$ cat config.mk
export PLATFORM = sky130hd
export DESIGN_NAME = instr_sequencer
export DESIGN_NICKNAME = d
export VERILOG_FILES = /design/src/rtl/instr_sequencer.sv
export SDC_FILE = /design/constraint.sdc
export NUM_CORES = 1
export LEC_CHECK = 0
export ABC_AREA = 1
export CAP_MARGIN = 20
export CORE_UTILIZATION = 49
export DETAILED_ROUTE_END_ITERATION = 8
export GPL_TIMING_DRIVEN = 0
export PLACE_DENSITY = 0.91
export RECOVER_POWER = 100
export SLEW_MARGIN = 20
export SYNTH_ARGS = -nofsm -noshare
export SYNTH_HDL_FRONTEND = slang
export SYNTH_SLANG_ARGS = --single-unit
$ cat constraint.sdc
create_clock -name clk -period 3.2 [get_ports clk]
set_clock_uncertainty 0.15 [all_clocks]
set_input_delay 0.64 -clock clk [delete_from_list [all_inputs] [get_ports clk]]
set_output_delay 0.64 -clock clk [all_outputs]
set_load 0.02 [all_outputs]
$ cat src/rtl/instr_sequencer.sv
// Multi-cycle instruction sequencer: fetch, condition-checked decode, execute,
// memory and write-back control with a retired-instruction counter.
module instr_sequencer (
  input  logic        clk,
  input  logic        reset,
  input  logic [4:0]  opcode,
  input  logic [3:0]  cond,
  input  logic [3:0]  flags,
  input  logic        CPSRwrite,
  input  logic        linkBit,
  input  logic        loadStore,
  input  logic        writeBack,
  input  logic        imem_ack,
  input  logic        dmem_ack,
  output logic        imem_req,
  output logic        dmem_req,
  output logic        memRead,
  output logic        memWrite,
  output logic        irWrite,
  output logic        pcWrite,
  output logic        pcSrc,
  output logic        regWrite,
  output logic        flagWrite,
  output logic        linkWrite,
  output logic        baseWrite,
  output logic [2:0]  state,
  output logic [15:0] retired
);

  typedef enum logic [2:0] {
    FETCH  = 3'd0,
    DECODE = 3'd1,
    EXEC   = 3'd2,
    MEM    = 3'd3,
    WB     = 3'd4,
    BRANCH = 3'd5
  } state_t;

  state_t state_q, state_d;
  logic   retire;

  // flags layout is {N,Z,C,V}
  function automatic logic cond_pass(input logic [3:0] c, input logic [3:0] f);
    logic n, z, cy, v;
    n  = f[3];
    z  = f[2];
    cy = f[1];
    v  = f[0];
    case (c)
      4'b0000: cond_pass = z;
      4'b0001: cond_pass = !z;
      4'b0010: cond_pass = cy;
      4'b0011: cond_pass = !cy;
      4'b0100: cond_pass = n;
      4'b0101: cond_pass = !n;
      4'b0110: cond_pass = v;
      4'b0111: cond_pass = !v;
      4'b1000: cond_pass = cy && !z;
      4'b1001: cond_pass = !cy || z;
      4'b1010: cond_pass = (n == v);
      4'b1011: cond_pass = (n != v);
      4'b1100: cond_pass = !z && (n == v);
      4'b1101: cond_pass = z || (n != v);
      4'b1110: cond_pass = 1'b1;
      default: cond_pass = 1'b0;
    endcase
  endfunction

  always_ff @(posedge clk or negedge reset) begin
    if (!reset) begin
      state_q <= FETCH;
      retired <= 16'd0;
    end else begin
      state_q <= state_d;
      if (retire) retired <= retired + 16'd1;
    end
  end

  assign state = state_q;

  // Outputs are gated by reset so they drop the moment reset asserts.
  always_comb begin
    imem_req  = 1'b0;
    dmem_req  = 1'b0;
    memRead   = 1'b0;
    memWrite  = 1'b0;
    irWrite   = 1'b0;
    pcWrite   = 1'b0;
    pcSrc     = 1'b0;
    regWrite  = 1'b0;
    flagWrite = 1'b0;
    linkWrite = 1'b0;
    baseWrite = 1'b0;
    retire    = 1'b0;
    state_d   = FETCH;
    if (reset) begin
      case (state_q)
        FETCH: begin
          imem_req = 1'b1;
          if (imem_ack) begin
            irWrite = 1'b1;
            pcWrite = 1'b1;
            state_d = DECODE;
          end else begin
            state_d = FETCH;
          end
        end
        DECODE: begin
          // Undefined upper opcodes are retired like the invalid class.
          if (!cond_pass(cond, flags) || (opcode[4] && opcode[3:1] != 3'b000)) begin
            retire = 1'b1;
          end else if (opcode == 5'b10001) begin
            state_d = BRANCH;
          end else begin
            state_d = EXEC;
          end
        end
        BRANCH: begin
          pcWrite   = 1'b1;
          pcSrc     = 1'b1;
          linkWrite = linkBit;
          retire    = 1'b1;
        end
        EXEC: begin
          if (!opcode[4]) begin
            flagWrite = CPSRwrite || (opcode[3:2] == 2'b10);
            if (opcode[3:2] == 2'b10) retire = 1'b1;
            else state_d = WB;
          end else begin
            state_d = MEM;
          end
        end
        MEM: begin
          dmem_req = 1'b1;
          memRead  = loadStore;
          memWrite = !loadStore;
          if (dmem_ack) begin
            baseWrite = writeBack;
            if (loadStore) state_d = WB;
            else retire = 1'b1;
          end else begin
            state_d = MEM;
          end
        end
        WB: begin
          regWrite = 1'b1;
          retire   = 1'b1;
        end
        default: state_d = FETCH;
      endcase
    end
  end

endmodule

* Word-level counts from Yosys, hierarchy flattened
Index checks and enable logic that the tools add are counted.
Storage, ports and cells: latch bits 0, word-level logic and storage cells 87, input bits 21, bits in read-only memories 0, RAM bits 0, memories kept 0, output and inout bits 30, bits in registers 19
Cells by class: equal/unequal tests 23, muxes and demuxes 44, reductions and logical operators 17, bitwise logic cells 0, add/subtract/negate cells 1, shifts and indexed selects 0, $lt $le $gt $ge 0, multipliers 0, div/mod/pow operators 0
Operators by type and width (number):
- 1-bit 2-to-1 mux | 33
- 4-bit equality test, second input constant | 7
- 3-bit 2-to-1 mux | 7
- 16-bit by 1-bit adder with 16-bit output, second input constant | 1
- 4-bit by 3-bit equality test with 1-bit output, second input constant | 4
- 1-bit case mux with 15 select lines | 1
- 3-bit case mux with 4 select lines | 1
- 4-bit by 2-bit equality test with 1-bit output, second input constant | 2
- 3-bit by 2-bit equality test with 1-bit output, second input constant | 2
- 3-bit equality test, second input constant | 2
- 1-bit zero test | 6
- 5-bit equality test, second input constant | 1
- 4-bit by 1-bit equality test with 1-bit output, second input constant | 1
- 4-bit zero test | 1
- 1-bit logical OR | 4
- 1-bit case mux with 4 select lines | 1
- 3-bit by 1-bit equality test with 1-bit output, second input constant | 1
- 1-bit logical AND | 3
- 3-bit zero test | 1
- 3-bit nonzero test | 1
- 2-bit equality test, second input constant | 1
- 1-bit case mux with 2 select lines | 1
- 2-bit OR reduction | 1
- 1-bit equality test | 1
- 1-bit != test | 1

* Longest topological paths before layout
word-level depth 10, gate-level depth with buffers 16

* Worst setup path after synthesis
Ideal clock, no wire load.
path kind input-to-output, start in reset, end out imem_req, slack 0.645 ns, arrival time 1.765 ns, path buffers 2, required time 2.410 ns, cell stages on the path 4, path through buf_2 -> inv_1 -> clkbuf_1 -> nor4_1
Between the ends: word-level cells in the longest chain between the ends 1
RTL lines:
- from (decl) | RTL line 5 | input logic reset,
- 1-bit 2-to-1 mux | RTL line 96 | if (reset) begin
- to (decl) | RTL line 15 | output logic imem_req,
Every way passes these cells.

* Worst setup path in the final report
Same ends and word-level chain as after synthesis.

==> results.py <==
metrics = {
    "synthesis": {
        "share_of_the_synthesized_area_in_the_top_cell_type_pct": 31.6,
        "yosys-mux-area-fraction_pct": 0,
        "yosys.area_share.adder_pct": 0.833,
        "synth_largest_area_cell": "sky130_fd_sc_hd__dfrtp_1",
        "yosys.cell_types.count": 27,
        "synth.ff_latch_count": 19,
        "synth-warning-count": 0,
        "synth.net_count": 260,
        "synth_area_sq_um": 1500,
        "netlist_instances": 238,
        "synth_area_per_cell_sq_um": 6.31,
        "synth_area_leaders": "sky130_fd_sc_hd__dfrtp_1 (32%), sky130_fd_sc_hd__nand2_1 (19%), sky130_fd_sc_hd__inv_1 (9.0%)",
        "synth-compound-area-share_pct": 4.25,
        "ys_seq_area_share_pct": 31.6,
        "synth_xor_xnor_area_share_pct": 1.17,
        "synth_simple_gate_area_share_pct": 49.1,
        "synth_top_family_by_area": "simple AND/OR/NAND/NOR gates",
    },
    "clock_tree": {
        "cts.sink_count": 19,
        "cts-root-buf": "sky130_fd_sc_hd__clkbuf_4",
        "cts.reportedPaths.clkPinSlew_ps": 110,
        "clk_path_buf_depth": 2,
        "insertion_delay_ps": 300,
        "cts_tree": "done",
        "htree_num_levels": 1,
        "hold_buffers": 0,
        "cts_made_buffers": 3,
    },
    "worst_setup_path": {
        "critical_path_buf_inv_count": 4,
        "critical_path.startpoint": "reset",
        "critPathTopFamily": "buffers and inverters",
        "critical_path_cell_with_the_highest_stage_delay": "sky130_fd_sc_hd__clkdlybuf4s50_1",
        "cp_slowest_stage_delay_ps": 650,
        "worst_setup_path_start_kind": "primary input",
        "worstPathCellList": "buf_4, inv_1, clkbuf_1, nor4_1, clkdlybuf4s50_1",
        "worstSetupEndpointType": "output port",
        "critical_path_required_ps": 2410,
        "regToRegSetupSlack_ps": 890,
        "timing.critical_path.arrival_ps": 2250,
        "worst-path-max-fanout": 29,
        "critical_path_class": "in2out",
        "rr_startpoint": "state[0]",
    },
    "placement": {
        "pre_cts_ws_ps": -995,
        "gp_congestion": 0.899,
        "dpl-instance-area_sq_um": 2040,
        "post-dp-hpwl_um": 2940,
        "placement.io_buffers": 50,
    },
    "sta": {
        "number_of_setup_violations_in_the_final_report": 0,
        "min_period_ps": 3040,
        "fmaxAchievable_ghz": 0.329,
        "tightest_pin_transition_ps": 442,
        "grt_setup_unrepaired": "no",
        "setup_ws_ps": 164,
        "relative_max_transition_margin_pct": 70.3,
        "min_period_over_period_pct": 94.9,
        "slew_viol_final": 0,
        "hold_viol": 0,
    },
    "global_routing": {
        "grtUsageTotal_pct": 23.5,
        "grt_antenna_before_repair": 0,
        "grt_overflow_total": 0,
        "first_global_vias": 1420,
        "grt_pass1_wl_um": 6070,
        "largest_net_degree_at_the_start_of_global_routing": 30,
    },
    "detailed_routing": {
        "detail_route.wl_per_cell_um": 11.4,
        "drt_drc_violations_left": 1,
        "drt-pass1-iter-count": 6,
        "initialDrtViolationCount": 87,
        "drtAntennaViolNets": 0,
        "viasPerCell": 5.21,
        "detailroute.via_count": 1677,
        "detail_route.wirelength_um": 3680,
    },
    "finish": {
        "area.growth.synth_to_final_pct": 34.0,
        "n_antenna_cell": 0,
        "finalCoreUtilization_pct": 71.2,
        "stdcell_area_sq_um": 2010,
        "drive_above_1_share_pct": 6.19,
        "final_net_count": 314,
    },
    "floorplanning": {
        "placeableCoreArea_sq_um": 2830,
        "dieHeight_um": 57.4,
        "die-area_sq_um": 3290,
        "dieWidth_um": 57.4,
        "placement_rows": 19,
        "floorplan.initialDensity_pct": 53.1,
        "ios": 51,
    },
    "power": {
        "power.density_nw_per_um2": 309,
        "total_power_uw": 623,
        "vdd_drop_max_mv": 0.185,
        "power_leakage_nw": 1.00,
    },
    "outcome": {
        "violated_checks": "design-rule violations",
        "status": "finished with violations",
    },
    "flow_run": {
        "max-cap-violations": 0,
    },
    "worst_hold_path": {
        "min-delay-path-class": "in2async",
    },
}
## state kept, by name, summed over array words and instances (netlist names)
signal and count:
state 3, retired 16
## worst register-to-register path, stage by stage, from the launching register on
cell and delay, ps:
sky130_fd_sc_hd__dfrtp_1 450, sky130_fd_sc_hd__inv_1 110, sky130_fd_sc_hd__nor3_2 270, sky130_fd_sc_hd__nand2_1 120
sky130_fd_sc_hd__o21ai_1 130, sky130_fd_sc_hd__a21oi_1 50, sky130_fd_sc_hd__nand2_1 90, sky130_fd_sc_hd__clkbuf_1 360
sky130_fd_sc_hd__clkbuf_2 340, sky130_fd_sc_hd__nand3_1 110, sky130_fd_sc_hd__nand2_1 80
## area by class of cell
| class | count | area, sq um |
|---|---|---|
| plain buffers | 4 | 16.3 |
| clock buffers | 3 | 22.5 |
| clock inverters | 1 | 5.00 |
| fillers | 249 | 816 |
| inverters | 40 | 150 |
| multi-input cells | 174 | 807 |
| flip-flops and latches | 19 | 475 |
| well taps | 31 | 38.8 |
| repair buffers | 50 | 498 |
## cell families (layout without fill, tap and decap cells)
logic type               after synthesis  in the layout
AND/OR/NAND/NOR                      159            159
buffers and inverters                 45             98
flip-flops                            19             19
AO/OA/AOI/OAI                         12             12
XOR/XNOR                               2              2
adder cells (fa/ha/maj)                1              1
## stage by stage
step | hold slack (ps) | TNS [ps] | std cells
final | 77.4 | 0 | 322
after floorplan | 194 | 0 | 238
after global routing | 76.7 | 0 | 322
after detailed placement | 351 | -9130 | 319
after global placement | 332 | -8980 | 319
after CTS | 81.5 | 0 | 322
## cells in the mapped netlist, drive strengths merged
master,number
nand2,81
inv,39
nand3,32
nor2,25
dfrtp,19
nor3,11
a21oi,7
nor4,5
buf,4
a31oi,2
nand3b,2
nand4,2
o21ai,2
xor2,2
clkbuf,1
clkinv,1
ha,1
o22ai,1
or2,1
## power by group
group	internal (mW)	switching [mW]	total, mW
sequential	0.261	0.0265	0.288
combinational	0.0917	0.120	0.212
clock	0.0467	0.0762	0.123
## timing repair
item | in CTS | in global routing
endpoints found under the setup margin | 11 | 0
setup buffers | 0 | 0
gates resized for setup | 6 | 0
hold endpoints to repair | 0 | 0
## layout by cell type, fill, tap and decap left out, types with 2 or more instances in the layout
| cell type | count |
|---|---|
| sky130_fd_sc_hd__inv_2 | 3 |
| sky130_fd_sc_hd__clkdlybuf4s50_1 | 21 |
| sky130_fd_sc_hd__clkbuf_4 | 3 |
| sky130_fd_sc_hd__xor2_1 | 2 |
| sky130_fd_sc_hd__nand3b_1 | 2 |
| sky130_fd_sc_hd__nand2_1 | 80 |
| sky130_fd_sc_hd__nand3_1 | 28 |
| sky130_fd_sc_hd__nor3_1 | 9 |
| sky130_fd_sc_hd__a31oi_1 | 2 |
| sky130_fd_sc_hd__nand4_1 | 2 |
| sky130_fd_sc_hd__clkbuf_1 | 3 |
| sky130_fd_sc_hd__nand3_2 | 4 |
| sky130_fd_sc_hd__nor4_1 | 5 |
| sky130_fd_sc_hd__nor3_2 | 2 |
| sky130_fd_sc_hd__dlygate4sd3_1 | 28 |
| sky130_fd_sc_hd__dfrtp_1 | 19 |
| sky130_fd_sc_hd__a21oi_1 | 7 |
| sky130_fd_sc_hd__inv_1 | 36 |
| sky130_fd_sc_hd__nor2_1 | 24 |
## worst paths after layout
path | to | cells past startpoint
hold reg to reg | retired[15] | 2
max in group asynchronous | retired[7] | 1
hold / removal | retired[14] | 1
min in group clk | retired[15] | 2
setup reg to reg | retired[5] | 10
setup / recovery | imem_req | 5
## metal layers
layer | vias up | share of wire [%] | GRT usage, % | wire [um]
met5 | - | 0 | 0 | 0
met3 | 7 | 2.8 | 4.08 | 104
li1 | 857 | - | - | -
met4 | 0 | 1.9 | 10.5 | 70
met2 | 38 | 49 | 39.0 | 1820
met1 | 775 | 46 | 29.9 | 1680
Note: power is estimated with default switching activity, not from simulation.
